### config.mk
export PLATFORM = sky130hd
export DESIGN_NAME = rob_fill_sink
export DESIGN_NICKNAME = d
export VERILOG_FILES = /design/src/rtl/rob_fill_sink_pkg.sv /design/src/rtl/rob_fill_sink_fifo.sv /design/src/rtl/rob_fill_sink.sv
export SDC_FILE = /design/constraint.sdc
export NUM_CORES = 1
export LEC_CHECK = 0
export ABC_AREA = 1
export BUFFER_PORTS_ARGS = -buffer_cell sky130_fd_sc_hd__buf_2
export CAP_MARGIN = 20
export CORE_UTILIZATION = 35
export CTS_CLUSTER_DIAMETER = 100
export DETAILED_ROUTE_END_ITERATION = 8
export SLEW_MARGIN = 10
export SYNTH_ARGS = -nofsm -noshare
export SYNTH_HDL_FRONTEND = slang
export SYNTH_HIERARCHICAL = 1
export SYNTH_SLANG_ARGS = --single-unit
### constraint.sdc
create_clock -name con_cmd_clk -period 6.4 [get_ports con_cmd_clk]
set_input_delay 0.64 -clock con_cmd_clk [delete_from_list [all_inputs] [get_ports con_cmd_clk]]
set_output_delay 0.64 -clock con_cmd_clk [all_outputs]
set_load 0.1 [all_outputs]
### src/rtl/rob_fill_sink_pkg.sv
// Shared scoreboard/ROB definitions used by the ROB fill sink and its FIFO.
package rob_fill_sink_pkg;

    localparam int CMD_BLK_G     = 4;
    localparam logic [CMD_BLK_G-1:0] CMD_ROB_FILL = 4'd6;

    localparam int I_N_EX_PIP    = 3;
    localparam int I_BL_EX_PIP   = 3;
    localparam int I_BL_MARC_REG = 6;
    localparam int ROB_DATA_W    = 32;

    // Pipe id 0 is reserved to mean "nothing completes this cycle".
    localparam logic [I_BL_EX_PIP-1:0] PIP_DUMMY = '0;
    localparam logic [I_BL_EX_PIP-1:0] PIP_MAX   = I_BL_EX_PIP'(I_N_EX_PIP);

    typedef struct packed {
        logic [I_BL_MARC_REG-1:0] preg_rd;
        logic [ROB_DATA_W-1:0]    data;
    } ROB_FILL_ENT;

    function automatic logic pip_is_legal(input logic [I_BL_EX_PIP-1:0] pip);
        return (pip != PIP_DUMMY) && (pip <= PIP_MAX);
    endfunction

    function automatic logic pip_is_bad(input logic [I_BL_EX_PIP-1:0] pip);
        return pip > PIP_MAX;
    endfunction

endpackage

### src/rtl/rob_fill_sink_fifo.sv
// Small power-of-two FIFO; a push into a full FIFO only lands when a pop frees a slot in the same cycle.
module rob_fill_fifo #(
    parameter int DEPTH = 4,
    parameter int W     = 38
) (
    input  logic                         i_clk,
    input  logic                         i_clear_n,
    input  logic                         i_push,
    input  logic                         i_pop,
    input  logic [W-1:0]                 i_wdata,
    output logic [W-1:0]                 o_rdata,
    output logic                         o_full,
    output logic                         o_empty,
    output logic [$clog2(DEPTH+1)-1:0]   o_count
);

    localparam int PTR_W = $clog2(DEPTH);
    localparam int CNT_W = $clog2(DEPTH+1);

    logic [W-1:0]     r_mem [DEPTH];
    logic [PTR_W-1:0] r_rd_ptr;
    logic [PTR_W-1:0] r_wr_ptr;
    logic [CNT_W-1:0] r_count;
    logic             w_pop;
    logic             w_push;

    assign o_full  = (r_count == CNT_W'(DEPTH));
    assign o_empty = (r_count == '0);
    assign o_count = r_count;
    assign o_rdata = r_mem[r_rd_ptr];

    assign w_pop  = i_pop && !o_empty;
    assign w_push = i_push && (!o_full || w_pop);

    // Storage is written without reset; stale slots are never visible because the pointers are cleared.
    always_ff @(posedge i_clk) begin
        if (w_push) begin
            r_mem[r_wr_ptr] <= i_wdata;
        end
    end

    // Pointers wrap naturally modulo DEPTH; occupancy tracks push minus pop.
    always_ff @(posedge i_clk) begin
        if (!i_clear_n) begin
            r_rd_ptr <= '0;
            r_wr_ptr <= '0;
            r_count  <= '0;
        end else begin
            if (w_push) begin
                r_wr_ptr <= r_wr_ptr + 1'b1;
            end
            if (w_pop) begin
                r_rd_ptr <= r_rd_ptr + 1'b1;
            end
            if (w_push && !w_pop) begin
                r_count <= r_count + 1'b1;
            end else if (!w_push && w_pop) begin
                r_count <= r_count - 1'b1;
            end
        end
    end

endmodule

### src/rtl/rob_fill_sink.sv
// Receives scoreboard ROB-fill commands, queues {preg, data} and drains them to the register file with a wakeup broadcast.
module rob_fill_sink
    import rob_fill_sink_pkg::*;
#(
    parameter int DATA_W = ROB_DATA_W,
    parameter int DEPTH  = 4
) (
    input  logic                                con_cmd_clk,
    input  logic                                con_cmd_clear,
    input  logic [I_BL_EX_PIP-1:0]              con_cmd_fill_insert_pip,
    input  logic [I_BL_MARC_REG-1:0]            con_cmd_fill_i_preg_rd,
    input  logic [I_N_EX_PIP-1:0][DATA_W-1:0]   pip_data,
    output logic                                wb_valid,
    output logic [I_BL_MARC_REG-1:0]            wb_preg_rd,
    output logic [DATA_W-1:0]                   wb_data,
    input  logic                                wb_ready,
    output logic                                wk_valid,
    output logic [I_BL_MARC_REG-1:0]            wk_preg,
    output logic [$clog2(DEPTH+1)-1:0]          fill_cnt,
    output logic                                err_ovf,
    output logic                                err_bad_pip
);

    localparam int ENT_W = I_BL_MARC_REG + DATA_W;

    logic                     w_accept;
    logic                     w_bad;
    logic                     w_pop;
    logic                     w_full;
    logic                     w_empty;
    logic [DATA_W-1:0]        w_sel_data;
    logic [ENT_W-1:0]         w_head;
    logic                     r_wk_valid;
    logic [I_BL_MARC_REG-1:0] r_wk_preg;
    logic                     r_err_ovf;
    logic                     r_err_bad_pip;

    assign w_accept = pip_is_legal(con_cmd_fill_insert_pip);
    assign w_bad    = pip_is_bad(con_cmd_fill_insert_pip);

    // Pick the result bus of the completing pipe; pipe id k+1 lives in slot k.
    always_comb begin
        w_sel_data = '0;
        for (int k = 0; k < I_N_EX_PIP; k++) begin
            if (con_cmd_fill_insert_pip == I_BL_EX_PIP'(k + 1)) begin
                w_sel_data = pip_data[k];
            end
        end
    end

    assign wb_valid = !w_empty;
    assign w_pop    = wb_valid && wb_ready;
    assign {wb_preg_rd, wb_data} = w_head;

    rob_fill_fifo #(
        .DEPTH (DEPTH),
        .W     (ENT_W)
    ) u_fifo (
        .i_clk     (con_cmd_clk),
        .i_clear_n (con_cmd_clear),
        .i_push    (w_accept),
        .i_pop     (w_pop),
        .i_wdata   ({con_cmd_fill_i_preg_rd, w_sel_data}),
        .o_rdata   (w_head),
        .o_full    (w_full),
        .o_empty   (w_empty),
        .o_count   (fill_cnt)
    );

    // Wakeup follows every accepted fill (even a dropped one); error flags stick until reset.
    always_ff @(posedge con_cmd_clk) begin
        if (!con_cmd_clear) begin
            r_wk_valid    <= 1'b0;
            r_wk_preg     <= '0;
            r_err_ovf     <= 1'b0;
            r_err_bad_pip <= 1'b0;
        end else begin
            r_wk_valid <= w_accept;
            if (w_accept) begin
                r_wk_preg <= con_cmd_fill_i_preg_rd;
            end
            if (w_accept && w_full && !w_pop) begin
                r_err_ovf <= 1'b1;
            end
            if (w_bad) begin
                r_err_bad_pip <= 1'b1;
            end
        end
    end

    assign wk_valid    = r_wk_valid;
    assign wk_preg     = r_wk_preg;
    assign err_ovf     = r_err_ovf;
    assign err_bad_pip = r_err_bad_pip;

endmodule

==> flow_summary.toml, run 1 <==
[outcome]
status = "complete, no violations"

[floorplan]
dieHeight_um = 147
coreArea_mm2 = 0.0204
dieArea_mm2 = 0.0215
ios = 159
fp-row-count = 52
start_util = 0.360
die_x_um = 147

[route]
vias = 5401
wl_met3_um = 933
firstDrtPassIters = 4
m1WireLength_mm = 8.37
highest-signal-layer = "met4"
via_per_inst = 5.05
wl_per_cell_um = 17.5
final_antenna_net_count = 0
drc = 0
wl_met2_mm = 9.08
routed_wl_mm = 18.7
drtIter0Drc = 399

[timing]
fin_worst_skew_ns = 0.00682
fin_ws_ns = 2.80
worst_pin_slew_ns = 0.888
drv_slew = 0
rsz0062_at_grt = "false"
slew_headroom = 0.407
finalCritPeriodShare = 0.562
setup_tns_ns = 0
min_period_ns = 3.60
fmax_ghz = 0.278
hold_violations = 0
finalSetupViolCount = 0

[logic_synthesis]
yosysTopAreaCell = "edfxtp_1"
synth_top_area_share = 0.622
ys_warn_count = 6
synth_nets = 764
postSynthCellCount = 650
synth-seq-area-share = 0.672
synth_area_per_cell_um2 = 11.3
ys_types = 23
syn_area_mm2 = 0.00733
ys.flop_type = "edfxtp_1"
synthArstFlopShare = 0
ys_top_cells_by_area = "edfxtp_1 (62%), nand3_1 (5.3%), nor2_1 (5.3%)"
synth_edf_count = 152
synth_seq_cells = 170

[global_routing]
grt_max_degree = 78
grt_pass1_vias = 5261
grt_antenna_before_repair = 0
grt_pass1_wl_mm = 28.9
track_usage = 0.179
grt_overflow_total = 0

[flow_run]
drv_cap = 0

[worst_setup_path]
critical_path_required_ns = 5.76
path_cells = "buf_4 > inv_2 > buf_4 > o21ai_0 > o22ai_1 > buf_2"
cp_max_fo = 77
worst_path_max_delay_cell = "buf_4"
slowest_delay_ns = 0.55
r2r_slack_ns = 3.58
rr_worst_depth = 9
r2r_end = "u_fifo/r_mem[3][19]"
arrival_ns = 2.96
worst_setup_path_start_kind = "flip-flop"
crit_path_end_kind = "output pin"
r2r_start = "u_fifo/o_count[1]"
critical_path_class = "reg2out"
crit_top_cell = "buf_4"

[cts]
hold_buffers = 0
post_cts_buffers = 0
clockBufferDepth = 2
cts-root-buf = "clkbuf_16"
cts_resized = 0
numCtsBuffers = 17
cts.htree.levels = 4
cts_tree = "done"
clock-sinks = 170
clk_latency_ns = 0.43
path_clk_slew_ns = 0.06

[place]
port_buffers = 158
hpwlAfterDp_mm = 12.0
place_ws_ns = 2.98
place.gp.congestion = 0.797

[hold_path]
hold_depth = 2
hp-class = "reg2reg"
holdPathEnd = "err_ovf"
min_from = "err_ovf"

[final_layout]
utilization = 0.438
layout-drive-gt1-share = 0.260
syn_to_final_growth_pct = 21.6
diodes = 0
fin_nets = 903

[pwr]
p_leak_nw = 3.46
ir_drop_mv = 0.366
powerDensity_mw_per_mm2 = 469
[per-stage QoR]
stage | hold slack (ns) | cell area (um2) | cells | total power, mW
global route | 0.451 | 8920 | 1069 | 4.35
floorplan | 0.465 | 7330 | 650 | 2.82
CTS | 0.445 | 8920 | 1069 | 4.22
detailed placement | 0.431 | 8290 | 1040 | 3.13
finish | 0.446 | 8920 | 1069 | 4.18
global placement | 0.431 | 8210 | 1036 | 3.11
[worst max-delay path: cells and delay by family, from the launching register on]
family	cells	cell delay [ns]
buffers and inverters	4	1.74
AO/OA/AOI/OAI	2	0.42
flip-flops	1	0.31
[sequential cells by signal, summed over array words and instances (netlist names), named ones only]
signal and flops:
u_fifo/r_mem 152, wk_preg 6, u_fifo/o_count 3, u_fifo/r_rd_ptr 2
u_fifo/r_wr_ptr 2, err_bad_pip 1, err_ovf 1, wk_valid 1
[layout by cell type (no fill, tap or decap), drive strengths merged]
master  count
dfxtp      18
o21ai      77
inv        34
nand3      78
a21oi       7
nand4      31
bufinv      5
nor3        1
ha          5
o22ai      38
fa          1
clkbuf     17
nor2      105
nand2      58
buf       166
clkinv      5
xor2        1
edfxtp    152
[metal layers]
| metal | GRT usage | vias up |
|---|---|---|
| li1 | - | 2637 |
| met1 | 0.229 | 2584 |
| met2 | 0.294 | 158 |
| met3 | 0.0453 | 22 |
| met4 | 0.0625 | 0 |
| met5 | 0 | - |
[worst max path at each step]
stage	depth (start not counted)	slack, ns	to
global route	6	2.52	wb_preg_rd[2]
floorplan	8	2.46	u_fifo/r_mem[0][0]
global placement	6	2.90	u_fifo/r_mem[0][7]
detailed placement	7	2.98	u_fifo/r_mem[3][14]
CTS	6	2.74	wb_data[22]
finish	6	2.80	wb_data[22]
[cell usage after synthesis (10+ instances only)]
cell	count
buf_2	13
buf_4	13
buf_6	10
dfxtp_1	18
edfxtp_1	152
inv_1	27
nand2_1	56
nand3_1	78
nand4_1	31
nor2_1	103
o21ai_0	69
o22ai_1	38
[cell type report]
type                       count  area, um2
fill                        1908      11400
sequential                   170       4930
multi-input combinational    402       2000
timing repair buffer         166        908
clock buffer                  17        425
tap                          270        338
clock inverter                12        198
inverter                      32        120
[where the power goes]
| part | internal, mW | total, mW | leakage, nW | switching (mW) |
|---|---|---|---|---|
| logic | 0.264 | 1.71 | 1.59 | 1.45 |
| clock network | 0.685 | 1.09 | 0.305 | 0.405 |
| registers | 1.34 | 1.38 | 1.57 | 0.0447 |
| total | 2.29 | 4.18 | 3.46 | 1.90 |
[kinds of logic after synthesis]
logic type                 Yosys count  synth area share
and+or+nand+nor                    273             0.167
DFF                                170             0.672
AOI/OAI and AO/OA                  122            0.0897
buffers and inverters               78            0.0597
adders and majority gates            6            0.0113
xor gates and xnor gates             1           0.00119
(Power assumes the default switching activity.)
==> run 2: changes to the inputs <==
==> constraint.sdc (replaced) <==
create_clock -name con_cmd_clk -period 2.9 [get_ports con_cmd_clk]
set_input_delay 0.29 -clock con_cmd_clk [delete_from_list [all_inputs] [get_ports con_cmd_clk]]
set_output_delay 0.29 -clock con_cmd_clk [all_outputs]
set_load 0.1 [all_outputs]
==> flow_summary.toml, run 2 (synthesis results as in run 1) <==
[worst_setup_path]
rr_worst_depth = 17
r2r_slack_ns = 0.59
worst_setup_path_start_kind = "flip-flop"
slowest_delay_ns = 0.58
r2r_start = "u_fifo/o_count[0]"
path_cells = "buf_4 > o21ai_0 > o22ai_1 > buf_2"
crit_path_end = "wb_data[21]"
r2r_end = "u_fifo/o_count[2]"
path_buf_inv = 2
critPathTopFamily = "buffers and inverters"
critical_path_depth = 4
critical_path_class = "reg2out"
crit_path_end_kind = "output pin"
critical_path_required_ns = 2.61
arrival_ns = 2.31
cp_max_fo = 28
worst_path_max_delay_cell = "dfxtp_2"

[place]
place_ws_ns = 0.593
port_buffers = 158
place.gp.congestion = 0.801
hpwlAfterDp_mm = 12.2

[floorplan]
dieHeight_um = 147
die_x_um = 147
coreArea_mm2 = 0.0204
dieArea_mm2 = 0.0215
ios = 159
fp-row-count = 52
start_util = 0.360

[cts]
post_cts_buffers = 0
path_clk_slew_ns = 0.07
clockBufferDepth = 2
cts_resized = 0
numCtsBuffers = 17
cts-root-buf = "clkbuf_16"
hold_buffers = 0
clk_latency_ns = 0.43
clock-sinks = 170
cts.htree.levels = 4
cts_tree = "done"

[global_routing]
grt_pass1_wl_mm = 29.5
grt_overflow_total = 0
use_met2 = 0.288
use_met3 = 0.0398
grt_pass1_vias = 5268
grt_antenna_before_repair = 0
top_usage_layer = "met2"
grt_max_degree = 47
use_met1 = 0.247
track_usage = 0.181

[final_layout]
fin_nets = 912
regArea_mm2 = 0.00493
regMostFlops = "u_fifo/r_mem"
syn_to_final_growth_pct = 21.4
n_fill_cell = 1911
diodes = 0
utilization = 0.437
largest_register_ffs = 152
multi_input_area_mm2 = 0.00200
final_common_cell = "buf_2"
final_cell_mix = "buf_2 (158), edfxtp_1 (152), nor2_1 (99), nand3_1 (78), o21ai_0 (69)"
layout-drive-gt1-share = 0.272

[timing]
fmax_ghz = 0.384
slew_headroom = 0.425
rsz0062_at_grt = "false"
min_period_ns = 2.60
worst_pin_slew_ns = 0.860
finalSetupViolCount = 0
hold_violations = 0
fin_worst_skew_ns = 0.00926
fin_ws_ns = 0.298
setup_tns_ns = 0
finalCritPeriodShare = 0.897
drv_slew = 0

[route]
drtIter0Drc = 372
firstDrtPassIters = 5
wl_per_cell_um = 17.7
final_antenna_net_count = 0
vias = 5513
via_per_inst = 5.11
drc = 0
routed_wl_mm = 19.1

[pwr]
power.total_mw = 8.95
ir_drop_mv = 0.720
p_leak_nw = 3.47
powerDensity_mw_per_mm2 = 1010

[outcome]
status = "complete, no violations"

[hold_path]
hp-class = "in2reg"

[flow_run]
drv_cap = 0
==> run 2: cell types whose count changed in the layout (fill, tap and decap cells not counted), moves of 2 or more <==
cell	previous run	this run
buf_12	3	5
dfxtp_1	16	14
clkinv_2	1	5
bufinv_16	5	1
buf_4	4	12
dfxtp_2	2	4
inv_6	2	0
==> run 2: cell type report <==
| type | count | area share |
|---|---|---|
| inverters | 32 | 0.0135 |
| multi-input cells | 402 | 0.225 |
| well taps | 270 | 0.0379 |
| flip-flops and latches | 170 | 0.554 |
| clock inverters | 12 | 0.0117 |
| repair buffers | 175 | 0.110 |
| clock buffers | 18 | 0.0482 |
==> run 2: worst min path at each step <==
stage / from / endpoint / slack, ns / cells after the start
after floorplan: con_cmd_fill_i_preg_rd[0] / u_fifo/r_mem[0][32] / 0.39 / 0
after CTS: con_cmd_fill_i_preg_rd[1] / u_fifo/r_mem[3][33] / 0.09 / 1
after global placement: err_ovf / err_ovf / 0.43 / 2
after detailed placement: err_ovf / err_ovf / 0.44 / 2
after global routing: con_cmd_fill_i_preg_rd[1] / u_fifo/r_mem[3][33] / 0.10 / 1
final: con_cmd_fill_i_preg_rd[1] / u_fifo/r_mem[3][33] / 0.11 / 1
==> run 2: worst register-to-register path, cell delays in order (launching register included) <==
cell and delay [ns]:
dfxtp_2 0.38, nor2_1 0.07, nand2_1 0.12, inv_1 0.07, nor2_1 0.22, inv_1 0.07
nand3_1 0.17, nand2_1 0.09, inv_1 0.06, ha_1 0.16, inv_1 0.06, fa_1 0.37
inv_1 0.07, nand2_1 0.04, nand3_1 0.10, nand2_1 0.06, nand2_1 0.05, nor2_1 0.04
==> run 2: routing by layer <==
| layer | vias to the layer above | wire length [um] |
|---|---|---|
| li1 | 2646 | - |
| met1 | 2645 | 8550 |
| met2 | 205 | 9030 |
| met3 | 17 | 1310 |
| met4 | 0 | 203 |
| met5 | - | 0 |
==> run 2: per-stage QoR <==
stage | instance area [um2] | hold slack, ns | cells
6_report | 8900 | 0.105 | 1079
4_1_cts | 8900 | 0.0916 | 1079
3_5_place_dp | 8370 | 0.440 | 1049
2_1_floorplan | 7370 | 0.389 | 650
3_3_place_gp | 8370 | 0.431 | 1049
5_1_grt | 8900 | 0.104 | 1079
==> run 2: power by group <==
part	switching (mW)	internal, mW
clock network	0.902	1.17
registers	0.109	2.96
logic	3.20	0.621
